**config.mk**
```make
export PLATFORM = sky130hd
export DESIGN_NAME = layer3_window_gen
export DESIGN_NICKNAME = d
export VERILOG_FILES = /design/src/rtl/layer3_window_gen.sv
export SDC_FILE = /design/constraint.sdc
export NUM_CORES = 1
export LEC_CHECK = 0
export CAP_MARGIN = 20
export CORE_AREA = 2 2 700 702
export CTS_CLUSTER_DIAMETER = 80
export DETAILED_ROUTE_END_ITERATION = 7
export DIE_AREA = 0 0 702 704
export GPL_TIMING_DRIVEN = 0
export PLACE_DENSITY_LB_ADDON = 0.05
export SYNTH_ARGS = -nofsm -noshare
export SYNTH_HDL_FRONTEND = slang
export SYNTH_SLANG_ARGS = --single-unit
export TNS_END_PERCENT = 10
```
**constraint.sdc**
```tcl
create_clock -name clk -period 1.4 [get_ports clk]
set_input_delay 0.14 -clock clk [delete_from_list [all_inputs] [get_ports clk]]
set_output_delay 0.14 -clock clk [all_outputs]
set_load 0.05 [all_outputs]
```
**src/rtl/layer3_window_gen.sv**
```systemverilog
// rtl/layer3_window_gen.sv - 3x3 sliding-window generator over a raster pixel stream with external row delays
module layer3_window_gen #(
  parameter int DATA_W = 128,
  parameter int IMG_W  = 15,
  parameter int IMG_H  = 15
) (
  input  logic                  clk,
  input  logic                  rst,
  input  logic                  in_valid,
  input  logic [DATA_W-1:0]     in_data,
  output logic [DATA_W-1:0]     dly0_o,
  output logic [DATA_W-1:0]     dly1_o,
  input  logic [DATA_W-1:0]     dly0_i,
  input  logic [DATA_W-1:0]     dly1_i,
  output logic [9*DATA_W-1:0]   win_data,
  output logic                  win_valid,
  output logic                  frame_done,
  output logic                  err
);

  localparam int CW = (IMG_W > 1) ? $clog2(IMG_W) : 1;
  localparam int RW = (IMG_H > 1) ? $clog2(IMG_H) : 1;

  typedef enum logic [1:0] {IDLE, RUN, DONE} state_t;

  state_t            state;
  state_t            state_nxt;
  logic [CW-1:0]     col_cnt;
  logic [RW-1:0]     row_cnt;
  logic              last_px;
  logic              gap;

  // tap[0] = oldest line (from delay stage 1), tap[2] = current line; index 0 newest column
  logic [DATA_W-1:0] tap [3][3];

  assign last_px = (row_cnt == RW'(IMG_H - 1)) && (col_cnt == CW'(IMG_W - 1));
  assign gap     = (state == RUN) && !in_valid;

  // Tap rows shift every cycle so they stay aligned with the free-running delay stages
  always_ff @(posedge clk or negedge rst) begin
    if (!rst) begin
      for (int r = 0; r < 3; r++) begin
        for (int j = 0; j < 3; j++) begin
          tap[r][j] <= '0;
        end
      end
    end else begin
      tap[2][0] <= in_data;
      tap[1][0] <= dly0_i;
      tap[0][0] <= dly1_i;
      for (int r = 0; r < 3; r++) begin
        for (int j = 1; j < 3; j++) begin
          tap[r][j] <= tap[r][j-1];
        end
      end
    end
  end

  assign dly0_o = tap[2][2];
  assign dly1_o = tap[1][2];

  // Element k = 3*row + col; col 0 is the oldest column, held in the last tap of the row
  for (genvar k = 0; k < 9; k++) begin : g_win
    assign win_data[k*DATA_W +: DATA_W] = tap[k/3][2-(k%3)];
  end

  // FSM state register
  always_ff @(posedge clk or negedge rst) begin
    if (!rst) begin
      state <= IDLE;
    end else begin
      state <= state_nxt;
    end
  end

  // Next state: any accepted pixel keeps the frame running (counters are 0 in IDLE/DONE,
  // so that pixel is (0,0)); a missing pixel always returns to IDLE
  always_comb begin
    state_nxt = state;
    case (state)
      IDLE, RUN, DONE: begin
        if (in_valid) begin
          state_nxt = last_px ? DONE : RUN;
        end else begin
          state_nxt = IDLE;
        end
      end
      default: state_nxt = IDLE;
    endcase
  end

  // Position of the next pixel to be accepted; cleared whenever the stream is idle or breaks
  always_ff @(posedge clk or negedge rst) begin
    if (!rst) begin
      col_cnt <= '0;
      row_cnt <= '0;
    end else if (!in_valid) begin
      col_cnt <= '0;
      row_cnt <= '0;
    end else if (col_cnt == CW'(IMG_W - 1)) begin
      col_cnt <= '0;
      row_cnt <= (row_cnt == RW'(IMG_H - 1)) ? '0 : row_cnt + 1'b1;
    end else begin
      col_cnt <= col_cnt + 1'b1;
    end
  end

  // Window is complete once the accepted pixel is at least two rows and two columns in
  always_ff @(posedge clk or negedge rst) begin
    if (!rst) begin
      win_valid <= 1'b0;
    end else begin
      win_valid <= in_valid && (row_cnt >= RW'(2)) && (col_cnt >= CW'(2));
    end
  end

  // Sticky gap error; does not stall later frames
  always_ff @(posedge clk or negedge rst) begin
    if (!rst) begin
      err <= 1'b0;
    end else if (gap) begin
      err <= 1'b1;
    end
  end

  assign frame_done = (state == DONE);

endmodule

```
==> run_results.csv <==
group,metric,value,unit
run_status,status,"finished with violations",
run_status,violations,"negative hold slack, negative setup slack",
layout,fillerInstances,54800,
clock_tree,cts_sinks,1164,
timing,rsz0062_at_grt,"yes",
layout,final_cell_area,0.0677,mm²
die,die_h,704,µm
timing,slew_headroom,0.383,
global_routing,gr-total-overflow,0,
die,core,0.487,mm²
die,die_w,702,µm
placement,gp_congestion,0.746,
timing,whs,-0.804,ns
die,start_util,0.0642,
synth,synth.most_common_cell,"dfrtp_1",
routing,drc,0,
die,die-area,0.494,mm²
die,pin_count,1798,
global_routing,antenna_found_initial,75,
hold_path,hp-class,"input pin to async pin",
timing,final_hold_viol_count,448,
setup_path,crit_path_start_kind,"flip-flop",
placement,dp_hpwl,218,mm
clock_tree,clk_pin_slew,0.06,ns
timing,skew,0.0396,ns
setup_path,crit_path_max_fanout,2,
routing,wl_per_cell,24.9,µm
global_routing,grt_start_max_net_pins,147,
routing,first_pass_iters,4,
synth,ys_warn_count,0,
power_and_ir_drop,p_total,103,mW
synth,synth_common_cells,"dfrtp_1 (1,164), buf_4 (257), nand2_1 (8)",
power_and_ir_drop,p_leak,28.6,nW
clock_tree,cts_root_buffer,"clkbuf_16",
power_and_ir_drop,p_per_area,1510,mW/mm²
layout,area_delta_synth_final,116,%
routing,vias,22600,
layout,nets,4292,
timing,setup_violations,1411,
layout,drive_gt1_frac,0.529,
synth,synth.avg_cell_area,21.4,µm²
routing,via_per_inst,2.14,
synth,synth_area,0.0313,mm²
synth,synth_enable_flop_cells,0,
setup_path,crit_type,"flip-flop to output port",
setup_path,setup.worst_path.end_class,"output port",
synth,yosysTopAreaCell,"dfrtp_1",
global_routing,grt_pass1_vias,25500,
clock_tree,clk_latency,0.87,ns
clock_tree,clockBufferDepth,4,
synth,async_flop_share,1.00,
global_routing,grt_pass1_wl,325,mm
routing,drtAntennaViolNets,0,
clock_tree,cts_buffers,193,
synth,ys_top_cells_by_area,"dfrtp_1 (93%), buf_4 (6.2%), nand4b_1 (0.11%)",
setup_path,critPathLaunch,"dly1_o[60]",
setup_path,worst-r2r-setup-slack,0.11,ns
timing,fmaxAchievable,538,MHz
synth,synth_cell_types,20,
synth,netlist_instances,1463,
placement,placed_area,0.0578,mm²
setup_path,r2r_cells,3,
power_and_ir_drop,irDropWorstVdd,0.905,mV
global_routing,grtUsageTotal,0.103,
synth,syn_nets,1850,
timing,post-route-period-util,1.33,
placement,pre_cts_ws,-1.48,ns
die,fp-row-count,257,
clock_tree,h-tree-depth,4,
layout,multiInputGateArea,250,µm²
timing,worst_pin_slew,0.925,ns
placement,portBuffers,1797,
synth,synthFlopType,"dfrtp_1",
synth,synth-seq-cells,1164,
clock_tree,cts_tree,"done",
routing,drtIter0Drc,814,
timing,slew_viol_final,0,
timing,fin_crit,1.86,ns
setup_path,worstPathRequired,1.26,ns
flow_run,maxCapViolations,0,
layout,seq_area,0.0293,mm²
synth,synth_top_area_share,0.930,
synth,ys_seq_area_frac,0.930,
setup_path,worstPathArrival,1.72,ns
timing,setup_tns,-448.77,ns
timing,fin_ws,-0.460,ns
routing,totalWireLength,264,mm
setup_path,r2r-start,"col_cnt[0]",
[state kept, by name, indices dropped and copies added, names as in the netlist]
signal,flops
col_cnt,4
win_data,896
row_cnt,4
win_valid,1
dly1_o,128
state,2
err,1
dly0_o,128
[logic make-up (layout without fill, tap and decap cells)]
group | count (synthesis) | in the layout | share of synthesized area
DFF | 1164 | 1164 | 0.930
AOI/OAI and AO/OA | 11 | 11 | 0.00228
other | 0 | 42 | 0
and+or+nand+nor | 28 | 28 | 0.00504
xor gates and xnor gates | 1 | 1 | 0.000280
muxes | 1 | 1 | 0.000320
buffers and inverters | 258 | 2852 | 0.0617
[critical path, stage by stage (launching register included)]
cell     delay (ns)
dfrtp_1        0.45
buf_4          0.14
buf_2          0.25
[timing repair]
| action | CTS | global route |
|---|---|---|
| resized for setup | 4835 | 1909 |
| cloned | 0 | 3 |
| endpoints found under the hold margin | 725 | 432 |
| hold buffers | 387 | 1 |
| endpoints found under the setup margin | 1624 | 1831 |
| buffers inserted | 45 | 15 |
[final cells by class]
cell class	instances	share of cell area
well taps	6475	0.120
clock buffers	289	0.0837
plain buffers	244	0.0298
clock inverters	58	0.00948
multi-input cells	41	0.00370
flip-flops and latches	1164	0.433
diodes	42	0.00155
repair buffers	2261	0.319
[metrics by stage]
step                      cells   util  hold slack, ns
after floorplan            1463      -          -0.156
after global placement     9735  0.118           0.357
after detailed placement   9751  0.119           0.241
after CTS                 10500  0.143          -0.797
after global routing      10500  0.139          -0.887
final                     10600  0.139          -0.804
[power by group]
group          switching (mW)  total, mW  internal [mW]
logic                    11.8       16.9           5.13
clock network            19.6       48.7           29.1
registers                1.53       37.0           35.4
[per-layer routing]
metal	vias to the layer above	track usage	share of wire
li1	9422	-	-
met1	11700	0.0989	0.33
met4	32	0.0191	0.021
met5	-	0	0.00083
met2	1174	0.190	0.52
met3	345	0.0614	0.13
[path summary, 6_finish.rpt]
| path | endpoint |
|---|---|
| min in group clk | win_data[290] |
| hold / removal | dly1_o[7] |
| hold reg to reg | dly0_o[77] |
| max in group asynchronous | dly0_o[94] |
| setup reg to reg | row_cnt[1] |
| setup / recovery | win_data[444] |
[layout by cell type, fill, tap and decap left out, drive strengths merged, types with 2 or more instances in the layout]
cell              n
inv              15
a21boi            4
nand2             8
dlygate4sd3     388
bufinv            6
clkdlybuf4s15   392
nand4b            4
buf             972
clkdlybuf4s50   385
nand3b            3
clkinv           32
nor2              6
nand3             3
nor3              2
diode            42
clkinvlp          5
o21ai             4
clkdlybuf4s18    22
dfrtp          1164
clkbuf          634
Note: power is estimated with default switching activity, not from simulation.
